--- config.mk ---
export PLATFORM = sky130hd
export DESIGN_NAME = mem_stage_sram_ctrl_flat
export DESIGN_NICKNAME = d
export VERILOG_FILES = /design/src/rtl/mem_stage_sram_ctrl_if.sv /design/src/rtl/mem_stage_sram_ctrl.sv /design/src/flat_wrapper.sv
export SDC_FILE = /design/constraint.sdc
export NUM_CORES = 1
export LEC_CHECK = 0
export CAP_MARGIN = 20
export CORE_MARGIN = 5
export CORE_UTILIZATION = 40
export DETAILED_ROUTE_END_ITERATION = 10
export DONT_BUFFER_PORTS = 1
export GPL_TIMING_DRIVEN = 0
export PLACE_DENSITY_LB_ADDON = 0.12
export SLEW_MARGIN = 20
export SYNTH_ARGS = -nofsm -noshare
export SYNTH_HDL_FRONTEND = slang
export SYNTH_SLANG_ARGS = --single-unit
--- constraint.sdc ---
create_clock -name clk -period 2.3 [get_ports clk]
set_clock_uncertainty 0.2 [all_clocks]
set_input_delay 0.345 -clock clk [delete_from_list [all_inputs] [get_ports clk]]
set_output_delay 0.345 -clock clk [all_outputs]
set_load 0.1 [all_outputs]
--- src/rtl/mem_stage_sram_ctrl_if.sv ---
// Request/acknowledge bus between the MEM stage controller (master) and external SRAM (slave).
interface mem_stage_sram_ctrl_if #(
   parameter int DATA_W = 32,
   parameter int ADDR_W = 16
);
   logic              mem_req;
   logic              mem_we;
   logic [ADDR_W-1:0] mem_addr;
   logic [DATA_W-1:0] mem_wdata;
   logic [DATA_W-1:0] mem_rdata;
   logic              mem_ack;

   modport master (output mem_req, mem_we, mem_addr, mem_wdata, input mem_rdata, mem_ack);
   modport slave  (input mem_req, mem_we, mem_addr, mem_wdata, output mem_rdata, mem_ack);
endinterface

--- src/rtl/mem_stage_sram_ctrl.sv ---
// MEM pipeline stage issuing one req/ack SRAM access per memory instruction and stalling upstream meanwhile.
// Optional build macro MEM_PERF_CNT_EN adds saturating access and stall counters.
module mem_stage_sram_ctrl #(
   parameter int DATA_W    = 32,
   parameter int ADDR_W    = 16,
   parameter int DEST_W    = 4,
   parameter int BASE_ADDR = 1024,
   parameter int TIMEOUT   = 255
) (
   input  logic                  clk,
   input  logic                  rst,
   input  logic                  wb_en_in,
   input  logic                  mem_r_en_in,
   input  logic                  mem_w_en_in,
   input  logic [DATA_W-1:0]     alu_res_in,
   input  logic [DATA_W-1:0]     val_r_m,
   input  logic [DEST_W-1:0]     dest_in,
   output logic                  stall_out,
   mem_stage_sram_ctrl_if.master mem_bus,
   output logic                  mem_err,
   output logic                  wb_en_out,
   output logic                  mem_r_en_out,
   output logic [DATA_W-1:0]     alu_res_out,
   output logic [DATA_W-1:0]     mem_res_out,
   output logic [DEST_W-1:0]     dest_out
`ifdef MEM_PERF_CNT_EN
   ,
   output logic [31:0]           perf_access_cnt,
   output logic [31:0]           perf_stall_cnt
`endif
);
   localparam int                BYTE_SH   = $clog2(DATA_W / 8);
   localparam logic [DATA_W-1:0] BASE_V    = DATA_W'(BASE_ADDR);
   localparam logic [DATA_W-1:0] ZERO_D    = {DATA_W{1'b0}};
   localparam logic [ADDR_W-1:0] ZERO_A    = {ADDR_W{1'b0}};
   localparam logic [DEST_W-1:0] ZERO_DST  = {DEST_W{1'b0}};
   localparam logic [15:0]       TIMEOUT_V = 16'(TIMEOUT);

   typedef enum logic [0:0] {IDLE = 1'b0, BUSY = 1'b1} state_t;

   state_t            state_r;
   logic [15:0]       cnt_r;
   logic              access_s;
   logic              ack_s;
   logic              tmo_s;
   logic              stall_s;
   logic [DATA_W-1:0] offset_s;
   logic [ADDR_W-1:0] word_addr_s;

   // Byte address relative to the SRAM window, converted to a word index.
   always_comb begin
      offset_s    = alu_res_in - BASE_V;
      word_addr_s = ADDR_W'(offset_s >> BYTE_SH);
   end

   // Completion/abort decode; stall drops in the same cycle an access finishes so EXE can advance.
   always_comb begin
      access_s = mem_r_en_in | mem_w_en_in;
      ack_s    = 1'b0;
      tmo_s    = 1'b0;
      stall_s  = 1'b0;
      case (state_r)
         IDLE: stall_s = access_s;
         BUSY: begin
            ack_s = mem_bus.mem_ack;
            if (!mem_bus.mem_ack && (cnt_r == TIMEOUT_V)) begin
               tmo_s = 1'b1;
            end else begin
               tmo_s = 1'b0;
            end
            stall_s = ~(ack_s | tmo_s);
         end
         default: stall_s = 1'b0;
      endcase
   end

   assign stall_out = stall_s;

   // Access FSM together with the bus registers and the MEM/WB pipeline register.
   always_ff @(posedge clk) begin
      if (!rst) begin
         state_r           <= IDLE;
         cnt_r             <= 16'd0;
         mem_bus.mem_req   <= 1'b0;
         mem_bus.mem_we    <= 1'b0;
         mem_bus.mem_addr  <= ZERO_A;
         mem_bus.mem_wdata <= ZERO_D;
         mem_err           <= 1'b0;
         wb_en_out         <= 1'b0;
         mem_r_en_out      <= 1'b0;
         alu_res_out       <= ZERO_D;
         mem_res_out       <= ZERO_D;
         dest_out          <= ZERO_DST;
      end else begin
         case (state_r)
            IDLE: begin
               if (access_s) begin
                  state_r           <= BUSY;
                  cnt_r             <= 16'd0;
                  mem_bus.mem_req   <= 1'b1;
                  mem_bus.mem_we    <= mem_w_en_in;
                  mem_bus.mem_addr  <= word_addr_s;
                  mem_bus.mem_wdata <= val_r_m;
                  wb_en_out         <= 1'b0;
                  mem_r_en_out      <= 1'b0;
               end else begin
                  wb_en_out    <= wb_en_in;
                  mem_r_en_out <= mem_r_en_in;
                  alu_res_out  <= alu_res_in;
                  dest_out     <= dest_in;
                  mem_res_out  <= ZERO_D;
               end
            end
            BUSY: begin
               if (ack_s) begin
                  state_r         <= IDLE;
                  cnt_r           <= 16'd0;
                  mem_bus.mem_req <= 1'b0;
                  wb_en_out       <= wb_en_in;
                  mem_r_en_out    <= mem_r_en_in;
                  alu_res_out     <= alu_res_in;
                  dest_out        <= dest_in;
                  mem_res_out     <= mem_bus.mem_we ? ZERO_D : mem_bus.mem_rdata;
               end else if (tmo_s) begin
                  state_r         <= IDLE;
                  cnt_r           <= 16'd0;
                  mem_bus.mem_req <= 1'b0;
                  mem_err         <= 1'b1;
                  wb_en_out       <= 1'b0;
                  mem_r_en_out    <= mem_r_en_in;
                  alu_res_out     <= alu_res_in;
                  dest_out        <= dest_in;
                  mem_res_out     <= ZERO_D;
               end else begin
                  cnt_r        <= cnt_r + 16'd1;
                  wb_en_out    <= 1'b0;
                  mem_r_en_out <= 1'b0;
               end
            end
            default: begin
               state_r         <= IDLE;
               cnt_r           <= 16'd0;
               mem_bus.mem_req <= 1'b0;
            end
         endcase
      end
   end

`ifdef MEM_PERF_CNT_EN
   // Saturating performance counters: issued accesses and stalled cycles.
   always_ff @(posedge clk) begin
      if (!rst) begin
         perf_access_cnt <= 32'd0;
         perf_stall_cnt  <= 32'd0;
      end else begin
         if ((state_r == IDLE) && access_s && (perf_access_cnt != 32'hFFFF_FFFF)) begin
            perf_access_cnt <= perf_access_cnt + 32'd1;
         end else begin
            perf_access_cnt <= perf_access_cnt;
         end
         if (stall_s && (perf_stall_cnt != 32'hFFFF_FFFF)) begin
            perf_stall_cnt <= perf_stall_cnt + 32'd1;
         end else begin
            perf_stall_cnt <= perf_stall_cnt;
         end
      end
   end
`endif
endmodule

--- src/flat_wrapper.sv ---
// flat-port wrapper written by rule: the top's interface ports become plain ports
module mem_stage_sram_ctrl_flat 
#(
   parameter int DATA_W    = 32,
   parameter int ADDR_W    = 16,
   parameter int DEST_W    = 4,
   parameter int BASE_ADDR = 1024,
   parameter int TIMEOUT   = 255
)
  (clk, rst, wb_en_in, mem_r_en_in, mem_w_en_in, alu_res_in, val_r_m, dest_in, stall_out, mem_err, wb_en_out, mem_r_en_out, alu_res_out, mem_res_out, dest_out, mem_bus_mem_req, mem_bus_mem_we, mem_bus_mem_addr, mem_bus_mem_wdata, mem_bus_mem_rdata, mem_bus_mem_ack);
  mem_stage_sram_ctrl_if #(.DATA_W(DATA_W), .ADDR_W(ADDR_W)) mem_bus_i ();
  input  logic clk;
  input  logic rst;
  input  logic wb_en_in;
  input  logic mem_r_en_in;
  input  logic mem_w_en_in;
  input  logic [DATA_W-1:0] alu_res_in;
  input  logic [DATA_W-1:0] val_r_m;
  input  logic [DEST_W-1:0] dest_in;
  output logic stall_out;
  output logic mem_err;
  output logic wb_en_out;
  output logic mem_r_en_out;
  output logic [DATA_W-1:0] alu_res_out;
  output logic [DATA_W-1:0] mem_res_out;
  output logic [DEST_W-1:0] dest_out;
  output wire logic [$bits(mem_bus_i.mem_req)-1:0] mem_bus_mem_req;
  output wire logic [$bits(mem_bus_i.mem_we)-1:0] mem_bus_mem_we;
  output wire logic [$bits(mem_bus_i.mem_addr)-1:0] mem_bus_mem_addr;
  output wire logic [$bits(mem_bus_i.mem_wdata)-1:0] mem_bus_mem_wdata;
  input wire logic [$bits(mem_bus_i.mem_rdata)-1:0] mem_bus_mem_rdata;
  input wire logic [$bits(mem_bus_i.mem_ack)-1:0] mem_bus_mem_ack;
  assign mem_bus_mem_req = mem_bus_i.mem_req;
  assign mem_bus_mem_we = mem_bus_i.mem_we;
  assign mem_bus_mem_addr = mem_bus_i.mem_addr;
  assign mem_bus_mem_wdata = mem_bus_i.mem_wdata;
  assign mem_bus_i.mem_rdata = mem_bus_mem_rdata;
  assign mem_bus_i.mem_ack = mem_bus_mem_ack;
  mem_stage_sram_ctrl #(.DATA_W(DATA_W), .ADDR_W(ADDR_W), .DEST_W(DEST_W), .BASE_ADDR(BASE_ADDR), .TIMEOUT(TIMEOUT)) u_core (.clk(clk), .rst(rst), .wb_en_in(wb_en_in), .mem_r_en_in(mem_r_en_in), .mem_w_en_in(mem_w_en_in), .alu_res_in(alu_res_in), .val_r_m(val_r_m), .dest_in(dest_in), .stall_out(stall_out), .mem_bus(mem_bus_i), .mem_err(mem_err), .wb_en_out(wb_en_out), .mem_r_en_out(mem_r_en_out), .alu_res_out(alu_res_out), .mem_res_out(mem_res_out), .dest_out(dest_out));
endmodule
==> results of run 1 <==
-- flip-flops by register name, indices dropped and copies added, names as in the netlist, 4 cells and up --
register / flops
u_core.cnt_r: 16
u_core.dest_out: 4
u_core.mem_bus.mem_wdata: 32
u_core.mem_bus.mem_addr: 16
u_core.alu_res_out: 32
u_core.mem_res_out: 32
-- synthesized netlist by cell type (8+ instances only) --
master,count
a21boi_0,42
o21ai_0,8
a21oi_1,11
o211a_1,9
nand3_1,43
dfxtp_1,138
clkbuf_1,30
nor2_1,9
nand2_1,132
o21ai_1,37
a22o_1,33
buf_2,8
-- worst min-delay path, delay by kind of cell --
| kind | cells | cell delay [ns] |
|---|---|---|
| AO/OA/AOI/OAI | 1 | 0.14 |
| AND/OR/NAND/NOR | 1 | 0.06 |
| XOR/XNOR | 1 | 0.05 |
-- cell families after synthesis --
group / synth area share [%]
and+or+nand+nor: 19.9
AOI/OAI and AO/OA: 20.6
DFF: 53.2
buffers and inverters: 4.39
xor gates and xnor gates: 1.18
adders and majority gates: 0.482
muxes: 0.193
-- repair_timing --
item	in CTS	in global routing
hold buffers	104	0
buffers inserted	5	1
pin swaps	4	2
resized for setup	16	3
setup endpoints to repair	53	1
gates cloned	1	0
endpoints found under the hold margin	118	0
-- through the flow --
stage | worst slack [ns] | cells | utilization, %
floorplan | 0.0477 | 575 | -
global placement | -0.188 | 747 | 42.7
detailed placement | -0.179 | 747 | 42.7
CTS | -0.0122 | 886 | 56.1
global route | 0.0102 | 885 | 56.2
finish | 0.0726 | 885 | 56.2
-- cell type report --
class                      instances  area (sq um)
tap                              172           215
sequential                       138          2770
fill                            1149          5550
inverter                           4          15.0
clock inverter                     7          68.8
multi-input combinational        388          2240
timing repair buffer             111          1120
clock buffer                      23           478
buffer                            42           211
-- per-layer routing --
metal,up-vias,global-route usage [%],part of all wire (%)
met1,2228,23.2,39
li1,2257,-,-
met2,143,35.7,51
met5,-,0,0
met3,21,8.04,7.7
met4,0,6.91,1.8
-- worst paths after layout --
kind	end	cells past startpoint	slack (ns)
max	stall_out	5	0.07
min	u_core.mem_bus.mem_addr[13]	3	0.02
max reg2reg	u_core.mem_bus.mem_addr[14]	4	0.23
min reg2reg	u_core.cnt_r[15]	2	0.31
-- power groups by stage --
| stage | Combinational, W | Clock [W] | Sequential (W) |
|---|---|---|---|
| after floorplan | 0.000334 | 0 | 0.00367 |
| after global placement | 0.000413 | 0 | 0.00372 |
| after detailed placement | 0.000428 | 0 | 0.00372 |
| after CTS | 0.000609 | 0.00258 | 0.00368 |
| after global routing | 0.000674 | 0.00268 | 0.00369 |
| final | 0.000606 | 0.00251 | 0.00367 |
==> flow_metrics.env, run 1 <==
export IMPL_status="complete, no violations"
export IMPL_p_total_w=0.00679
export IMPL_synth_edf_count=0
export IMPL_crit_fanout=5
export IMPL_powerDensity_nw_per_um2=954
export IMPL_area_delta_synth_final_pct=37.1
export IMPL_final_cell_mix="dfxtp_1 (135), nand2_1 (132), dlygate4sd3_1 (104), nand3_1 (43), a21boi_0 (42)"
export IMPL_synth_top_cell_area_share_pct=53.2
export IMPL_crit_family="flip-flops"
export IMPL_num_rows=41
export IMPL_port_buffers=0
export IMPL_syn_cell_area_sq_um=5190
export IMPL_cap_violations=0
export IMPL_whs_ns=0.0237
export IMPL_cts_root_buf="clkbuf_16"
export IMPL_ant_nets=0
export IMPL_gp_congestion=0.779
export IMPL_switching_share_pct=35.5
export IMPL_firstDrtPassIters=6
export IMPL_rsz0062_at_grt="no"
export IMPL_crit_buf_inv=1
export IMPL_drt_wl_total_mm=16.0
export IMPL_synth_cells=575
export IMPL_pwr_share_clk_pct=37.0
export IMPL_die_w_microns=124
export IMPL_cts_tree="yes"
export IMPL_grtUsageTotal_pct=20.6
export IMPL_cp_start_kind="flip-flop"
export IMPL_first_global_vias=4818
export IMPL_num_vias=4649
export IMPL_min_period_ns=2.23
export IMPL_synth_seq_area_share_pct=53.2
export IMPL_relSlewSlack_pct=28.9
export IMPL_r2r_start="u_core.state_r"
export IMPL_ys_flop_type="dfxtp_1"
export IMPL_hold_path_class="in2reg"
export IMPL_dpl_cell_area_sq_um=5410
export IMPL_fmax_ghz=0.449
export IMPL_fin_crit_sh_pct=96.8
export IMPL_fin_nets=810
export IMPL_hold_viol=0
export IMPL_antenna_found_initial=0
export IMPL_route_detailed_drc=0
export IMPL_dieArea_sq_um=15400
export IMPL_synth_net_count=683
export IMPL_fin_setup_tns_ns=0
export IMPL_layout_drive_gt1_share_pct=7.85
export IMPL_chipHeight_microns=124
export IMPL_worst_slew_pin_slew_ns=1.07
export IMPL_p_int_w=0.00438
export IMPL_cp_arrival_ns=1.68
export IMPL_dp_hpwl_mm=10.9
export IMPL_combPwrFrac_pct=8.9
export IMPL_grt_max_degree=17
export IMPL_slew_violations=0
export IMPL_power_switching_w=0.00241
export IMPL_critical_path_class="reg2out"
export IMPL_vias_per_cell=5.25
export IMPL_setup_viol=0
export IMPL_grt_pass1_wl_mm=24.5
export IMPL_ys_warn_count=0
export IMPL_cp_slowest_stage_delay_ns=0.35
export IMPL_cts_path_max_buffers=2
export IMPL_synthTopCellsByArea="dfxtp_1 (53%), nand2_1 (9.5%), a21boi_0 (6.1%)"
export IMPL_async_flop_share_pct=0
export IMPL_worstHoldStart="alu_res_in[15]"
export IMPL_ys_ff_latch=138
export IMPL_end_kind="output port"
export IMPL_yosys_area_top_type="dfxtp_1"
export IMPL_cts_buffers=17
export IMPL_core_sq_um=12700
export IMPL_antenna_cells=0
export IMPL_overflow=0
export IMPL_cp_startpoint="u_core.cnt_r[1]"
export IMPL_path_clk_slew_ns=0.06
export IMPL_crit_slowest_cell="dfxtp_4"
export IMPL_layout_commonest_cell="dfxtp_1"
export IMPL_power_frac_seq_pct=54.1
export IMPL_worst_path_most_repeated_cell="and4_4"
export IMPL_io_pins=228
export IMPL_ir_drop_mv=0.648
export IMPL_start_util_pct=41.0
export IMPL_power_leakage_nw=2.83
export IMPL_insertion_delay_ns=0.40
export IMPL_wl_per_cell_microns=18.1
export IMPL_worst_ep_required_time_ns=1.75
export IMPL_clock_sinks=138
export IMPL_final_area_sq_um=7120
export IMPL_drt_iter0_drc=209
export IMPL_cp_cell_sequence="ha_4, and4_4, and4_4, o21ai_4, buf_12"
export IMPL_synth_cell_types=48
export IMPL_avgSynthCellArea_sq_um=9.03
export IMPL_htree_levels=4
No activity file was read; power rests on OpenSTA's default activity.
==> inputs of run 2 (changes only) <==
==> constraint.sdc (replaced) <==
create_clock -name clk -period 2.8 [get_ports clk]
set_clock_uncertainty 0.2 [all_clocks]
set_input_delay 0.42 -clock clk [delete_from_list [all_inputs] [get_ports clk]]
set_output_delay 0.42 -clock clk [all_outputs]
set_load 0.1 [all_outputs]
==> run 2 against run 1 <==
Clock power is 2% lower; register-to-register slack better by 0.24 ns; first-iteration DRC count decreased by 15%; final cell count decreased by 0.11%; sequential share of layout area is 0.29 points lower; global-route usage shrank 0.20 points; count of clock-buffer cells in the layout decreased by 3; die area stayed put; largest cell class unchanged; critical path type unchanged; routed wire length fell by 1.5%.
==> flow_metrics.env, run 2 (synthesized netlist as in run 1, its figures left out) <==
export IMPL_switching_share_pct=33.8
export IMPL_first_global_vias=4748
export IMPL_layout_commonest_cell="dfxtp_1"
export IMPL_rsz0062_at_grt="no"
export IMPL_largest_registers="u_core.alu_res_out x32, u_core.mem_bus.mem_wdata x32, u_core.mem_res_out x32"
export IMPL_cp_arrival_ns=2.04
export IMPL_fin_nets=807
export IMPL_critical_path_class="reg2out"
export IMPL_fill_cells=1101
export IMPL_hold_viol=0
export IMPL_setup_viol=0
export IMPL_cts_path_max_buffers=2
export IMPL_overflow=0
export IMPL_cp_slowest_stage_delay_ns=0.38
export IMPL_pwr_share_clk_pct=41.1
export IMPL_core_sq_um=12700
export IMPL_hold_path_class="in2reg"
export IMPL_fin_crit_sh_pct=95.0
export IMPL_area_delta_synth_final_pct=37.8
export IMPL_num_rows=41
export IMPL_drt_met1_wl_mm=5.94
export IMPL_relSlewSlack_pct=29.8
export IMPL_start_util_pct=41.0
export IMPL_antenna_found_initial=0
export IMPL_io_pins=228
export IMPL_crit_slowest_cell="dfxtp_1"
export IMPL_highest_layer="met4"
export IMPL_worst_slew_pin_slew_ns=1.05
export IMPL_grt_max_degree=17
export IMPL_fmax_ghz=0.376
export IMPL_num_vias=4665
export IMPL_final_util_pct=56.5
export IMPL_cts_buffers=17
export IMPL_crit_family="simple AND/OR/NAND/NOR gates"
export IMPL_combPwrFrac_pct=8.3
export IMPL_gp_congestion=0.770
export IMPL_end_kind="output port"
export IMPL_ir_drop_mv=0.417
export IMPL_die_w_microns=124
export IMPL_p_int_w=0.00395
export IMPL_grt_pass1_wl_mm=24.2
export IMPL_cts_tree="yes"
export IMPL_path_clk_slew_ns=0.06
export IMPL_power_switching_w=0.00202
export IMPL_insertion_delay_ns=0.41
export IMPL_power_leakage_nw=2.86
export IMPL_cap_violations=0
export IMPL_drt_iter0_drc=177
export IMPL_final_cell_mix="dfxtp_1 (137), nand2_1 (132), dlygate4sd3_1 (103), nand3_1 (43), a21boi_0 (42)"
export IMPL_layout_drive_gt1_share_pct=7.16
export IMPL_status="complete, no violations"
export IMPL_antenna_cells=0
export IMPL_power_frac_seq_pct=50.6
export IMPL_crit_fanout=6
export IMPL_grtUsageTotal_pct=20.4
export IMPL_htree_levels=4
export IMPL_fin_setup_tns_ns=0
export IMPL_port_buffers=0
export IMPL_cp_start_kind="flip-flop"
export IMPL_ant_nets=0
export IMPL_dieArea_sq_um=15400
export IMPL_powerDensity_nw_per_um2=834
export IMPL_dp_hpwl_mm=10.9
export IMPL_crit_buf_inv=3
export IMPL_cts_root_buf="clkbuf_16"
export IMPL_worst_ep_required_time_ns=2.18
export IMPL_slew_violations=0
export IMPL_route_detailed_drc=0
export IMPL_clock_sinks=138
export IMPL_route_met3_wl_mm=1.40
export IMPL_chipHeight_microns=124
export IMPL_drt_wl_total_mm=15.7
export IMPL_wl_per_cell_microns=17.8
export IMPL_firstDrtPassIters=4
export IMPL_vias_per_cell=5.28
export IMPL_cp_cell_sequence="ha_1, and4_4, and4_1, buf_4, o21ai_2, buf_6, buf_12"
export IMPL_min_period_ns=2.66
export IMPL_dr_wl_met2_mm=8.00
==> run 2: changes by cell type in the layout (fill, tap and decap cells not counted), sizes merged <==
cell	before	now
buf	19	16
bufinv	1	5
clkbuf	52	50
clkinv	4	6
clkinvlp	2	1
dlygate4sd3	104	103
==> run 2: layout make-up <==
type / count / area, sq um / share of cell area [%]
plain buffers: 45 / 234 / 3.27
clock inverters: 12 / 195 / 2.73
flip-flops and latches: 138 / 2760 / 38.6
clock buffers: 20 / 457 / 6.38
multi-input cells: 388 / 2200 / 30.8
inverters: 4 / 15.0 / 0.210
repair buffers: 105 / 1070 / 15.0
well taps: 172 / 215 / 3.01
==> run 2: power by group through the flow <==
stage / Combinational (W) / Sequential [W] / Clock (W)
after floorplan: 0.000273 / 0.00302 / 0
after global placement: 0.000337 / 0.00306 / 0
after detailed placement: 0.000352 / 0.00306 / 0
after CTS: 0.000495 / 0.00302 / 0.00250
after global routing: 0.000552 / 0.00303 / 0.00259
final: 0.000497 / 0.00302 / 0.00245
==> run 2: what timing repair did <==
action,in CTS,in global routing
cloned,1,0
buffers inserted,0,1
endpoints found under the setup margin,1,1
hold buffers,103,0
resized for setup,6,2
endpoints found under the hold margin,112,0
==> run 2: final timing paths <==
| path | depth (start not counted) | start | to | slack [ns] |
|---|---|---|---|---|
| worst max-delay path | 7 | u_core.cnt_r[1] | stall_out | 0.14 |
| worst min-delay path | 2 | alu_res_in[16] | u_core.mem_bus.mem_addr[14] | 0.01 |
| worst max register to register | 4 | u_core.mem_bus.mem_we | u_core.mem_res_out[8] | 0.47 |
| worst min register to register | 2 | u_core.cnt_r[15] | u_core.cnt_r[15] | 0.27 |
==> run 2: metrics by stage <==
| stage | hold slack, ns | setup slack [ns] | area [sq um] | power (W) | instances |
|---|---|---|---|---|---|
| floorplan | 0.241 | 0.310 | 5190 | 0.00329 | 575 |
| global placement | 0.262 | 0.0405 | 5410 | 0.00340 | 747 |
| detailed placement | 0.260 | 0.0369 | 5410 | 0.00341 | 747 |
| CTS | 0.000790 | 0.00224 | 7140 | 0.00602 | 883 |
| global route | 0.0210 | 0.0306 | 7150 | 0.00618 | 884 |
| finish | 0.0141 | 0.140 | 7150 | 0.00597 | 884 |
==> run 2: layer usage <==
| metal | GRT usage [%] | vias to the layer above |
|---|---|---|
| met3 | 8.90 | 31 |
| met2 | 34.6 | 158 |
| met5 | 0 | - |
| li1 | - | 2257 |
| met4 | 8.49 | 0 |
| met1 | 22.2 | 2219 |
==> inputs of run 3 (changes only) <==
--- a/config.mk
+++ b/config.mk
@@ -10,7 +10,7 @@
 export CORE_UTILIZATION = 40
 export DETAILED_ROUTE_END_ITERATION = 10
 export DONT_BUFFER_PORTS = 1
-export GPL_TIMING_DRIVEN = 0
+export GPL_TIMING_DRIVEN = 1
 export PLACE_DENSITY_LB_ADDON = 0.12
 export SLEW_MARGIN = 20
 export SYNTH_ARGS = -nofsm -noshare
==> run 3 against run 2 <==
Synthesized cell count is the same; the flow now stops in clock tree synthesis; synthesized area unchanged.
==> flow_metrics.env, run 3 <==
export IMPL_synthXorXnorAreaFrac_pct=1.18
export IMPL_cts_resized=0
export IMPL_chipHeight_microns=124
export IMPL_post_cts_buffers=0
export IMPL_synth_net_count=683
export IMPL_synth_top_family_by_area="compound AO/OA/AOI/OAI gates"
export IMPL_lastStage="clock tree synthesis"
export IMPL_async_flop_share_pct=0
export IMPL_syn_cell_area_sq_um=5190
export IMPL_synth_cell_types=48
export IMPL_synth_adder_area_share_pct=0.482
export IMPL_yosys_area_top_type="dfxtp_1"
export IMPL_cts_path_max_buffers=2
export IMPL_status="aborted with a tool error"
export IMPL_yosysMostFrequentCell="dfxtp_1"
export IMPL_synth_common_cells="dfxtp_1 (138), nand2_1 (132), nand3_1 (43)"
export IMPL_synthMuxAreaShare_pct=0.193
export IMPL_synth_edf_count=0
export IMPL_synth_cells=575
export IMPL_error_line="[ERROR RSZ-0060] Max buffer count reached."
export IMPL_htree_levels=4
export IMPL_dp_hpwl_mm=9.54
export IMPL_synth_top_cell_area_share_pct=53.2
export IMPL_ys_flop_type="dfxtp_1"
export IMPL_synth_seq_area_share_pct=53.2
export IMPL_cts_hold_fix_buffers=167
export IMPL_cts_root_buf="clkbuf_16"
export IMPL_port_buffers=0
export IMPL_clock_sinks=138
export IMPL_synthTopCellsByArea="dfxtp_1 (53%), nand2_1 (9.5%), a21boi_0 (6.1%)"
export IMPL_die_w_microns=124
export IMPL_ys_ff_latch=138
export IMPL_num_rows=41
export IMPL_start_util_pct=41.0
export IMPL_ys_warn_count=0
export IMPL_io_pins=228
export IMPL_synth_simple_gate_area_share_pct=19.9
export IMPL_cts_buffers=17
export IMPL_avgSynthCellArea_sq_um=9.03
export IMPL_synth_compound_area_share_pct=20.6
export IMPL_gp_congestion=0.827
run 3: cell counts after synthesis:
Identical to the previous run, type by type.
run 3: stage by stage:
step / hold slack, ns / std cells / worst slack, ns / utilization, % / instance area (sq um)
3_3_place_gp: 0.251 / 801 / 0.122 / 47.2 / 5980
2_1_floorplan: 0.241 / 575 / 0.310 / - / 5190
3_5_place_dp: 0.261 / 801 / 0.0526 / 47.2 / 5980
run 3: cells by family after synthesis:
family | after synthesis
muxes | 1
and+or+nand+nor | 226
adders and majority gates | 2
xor gates and xnor gates | 7
AOI/OAI and AO/OA | 152
DFF | 138
buffers and inverters | 49
==> inputs of run 4 (changes only) <==
--- a/config.mk
+++ b/config.mk
@@ -7,11 +7,11 @@
 export LEC_CHECK = 0
 export CAP_MARGIN = 20
 export CORE_MARGIN = 5
-export CORE_UTILIZATION = 40
+export CORE_UTILIZATION = 25
 export DETAILED_ROUTE_END_ITERATION = 10
 export DONT_BUFFER_PORTS = 1
 export GPL_TIMING_DRIVEN = 1
-export PLACE_DENSITY_LB_ADDON = 0.12
+export PLACE_DENSITY_LB_ADDON = 0.15
 export SLEW_MARGIN = 20
 export SYNTH_ARGS = -nofsm -noshare
 export SYNTH_HDL_FRONTEND = slang
==> run 4 against run 3 <==
The flow now finishes without violations.
==> flow_metrics.env, run 4 (synthesized netlist as in run 1, its figures left out) <==
export IMPL_final_util_pct=40.6
export IMPL_antenna_cells=0
export IMPL_path_clk_slew_ns=0.06
export IMPL_grtUsageTotal_pct=14.0
export IMPL_fmax_ghz=0.375
export IMPL_hold_path_class="in2reg"
export IMPL_worst_slew_pin_slew_ns=0.995
export IMPL_io_pins=228
export IMPL_critical_path_class="reg2reg"
export IMPL_layout_drive_gt1_share_pct=18.5
export IMPL_end_kind="flip-flop"
export IMPL_largest_registers="u_core.alu_res_out x32, u_core.mem_bus.mem_wdata x32, u_core.mem_res_out x32"
export IMPL_rsz0062_at_grt="no"
export IMPL_power_leakage_nw=3.50
export IMPL_hold_viol=0
export IMPL_fin_crit_sh_pct=95.2
export IMPL_final_cell_mix="dlygate4sd3_1 (141), dfxtp_1 (138), nand2_1 (132), buf_4 (108), nand3_1 (43)"
export IMPL_cp_start_kind="flip-flop"
export IMPL_first_global_vias=4935
export IMPL_drt_wl_total_mm=17.7
export IMPL_cts_root_buf="clkbuf_16"
export IMPL_dp_hpwl_mm=11.1
export IMPL_overflow=0
export IMPL_layout_commonest_cell="dlygate4sd3_1"
export IMPL_die_w_microns=154
export IMPL_insertion_delay_ns=0.41
export IMPL_num_rows=52
export IMPL_crit_fanout=18
export IMPL_ir_drop_mv=0.384
export IMPL_clock_sinks=138
export IMPL_vias_per_cell=4.58
export IMPL_regArea_sq_um=2760
export IMPL_cp_arrival_ns=2.75
export IMPL_cap_violations=0
export IMPL_fin_setup_tns_ns=0
export IMPL_drt_iter0_drc=177
export IMPL_cts_buffers=17
export IMPL_crit_slowest_cell="dlygate4sd3_1"
export IMPL_gp_congestion=0.762
export IMPL_cts_path_max_buffers=2
export IMPL_grt_pass1_wl_mm=26.7
export IMPL_area_delta_synth_final_pct=59.4
export IMPL_htree_levels=4
export IMPL_min_period_ns=2.67
export IMPL_route_detailed_drc=0
export IMPL_start_util_pct=25.5
export IMPL_whs_ns=0.0553
export IMPL_fin_nets=912
export IMPL_firstDrtPassIters=5
export IMPL_crit_buf_inv=3
export IMPL_grt_max_degree=93
export IMPL_fill_cells=1997
export IMPL_setup_viol=0
export IMPL_chipHeight_microns=154
export IMPL_worst_ep_required_time_ns=2.89
export IMPL_cts_tree="yes"
export IMPL_dieArea_sq_um=23800
export IMPL_relSlewSlack_pct=33.6
export IMPL_antenna_found_initial=0
export IMPL_port_buffers=0
export IMPL_slew_violations=0
export IMPL_num_vias=4980
export IMPL_crit_family="buffers and inverters"
export IMPL_cp_slowest_stage_delay_ns=0.57
export IMPL_cp_cell_sequence="ha_1, and4_2, and4_1, o21ai_4, buf_4, buf_6, o21ai_1, dlygate4sd3_1"
export IMPL_wl_per_cell_microns=16.3
export IMPL_powerDensity_nw_per_um2=725
export IMPL_core_sq_um=20400
export IMPL_multi_input_area_sq_um=2220
export IMPL_ant_nets=0
export IMPL_status="complete, no violations"
[run 4: metal layers]
metal | global-route usage (%) | wire length [microns]
met3 | 6.13 | 1410
met4 | 5.38 | 410
met2 | 23.9 | 8830
met1 | 15.3 | 7030
met5 | 0 | 0
[run 4: layout make-up]
class,instances,area share (%)
clock buffer,21,5.68
clock inverter,11,1.74
inverter,4,0.181
multi-input combinational,388,26.8
sequential,138,33.4
tap,270,4.08
timing repair buffer,255,28.1
[run 4: final timing paths]
path,start,end,slack (ns),cells after the start
hold reg to reg,u_core.dest_out[0],u_core.dest_out[0],0.26,2
setup reg to reg,u_core.cnt_r[0],u_core.alu_res_out[27],0.13,8
setup / recovery,u_core.cnt_r[0],u_core.alu_res_out[27],0.13,8
hold / removal,mem_bus_mem_ack,u_core.mem_err,0.06,3
[run 4: power by group]
group | internal, W | switching (W)
sequential | 0.00208 | 0.000201
combinational | 0.000384 | 0.00102
clock | 0.00147 | 0.000848
total | 0.00394 | 0.00207
[run 4: stage by stage]
stage	setup WS [ns]	instance area [sq um]	instances	power, W
after floorplan	0.310	5190	575	0.00329
after global placement	0.164	6170	908	0.00350
after detailed placement	0.0964	6170	908	0.00351
after CTS	0.0853	8220	1082	0.00604
after global routing	0.0238	8280	1087	0.00625
final	0.135	8280	1087	0.00600
[run 4: repair_timing]
action / in CTS / in global routing
buffers inserted: 0 / 2
hold endpoints to repair: 125 / 0
gates resized for setup: 0 / 1
setup endpoints to repair: 0 / 9
hold buffers: 142 / 0
[run 4: tightest hold or removal path: cells and delay by family]
family	cells	cell delay, ns
compound gates	1	0.11
simple gates	2	0.09
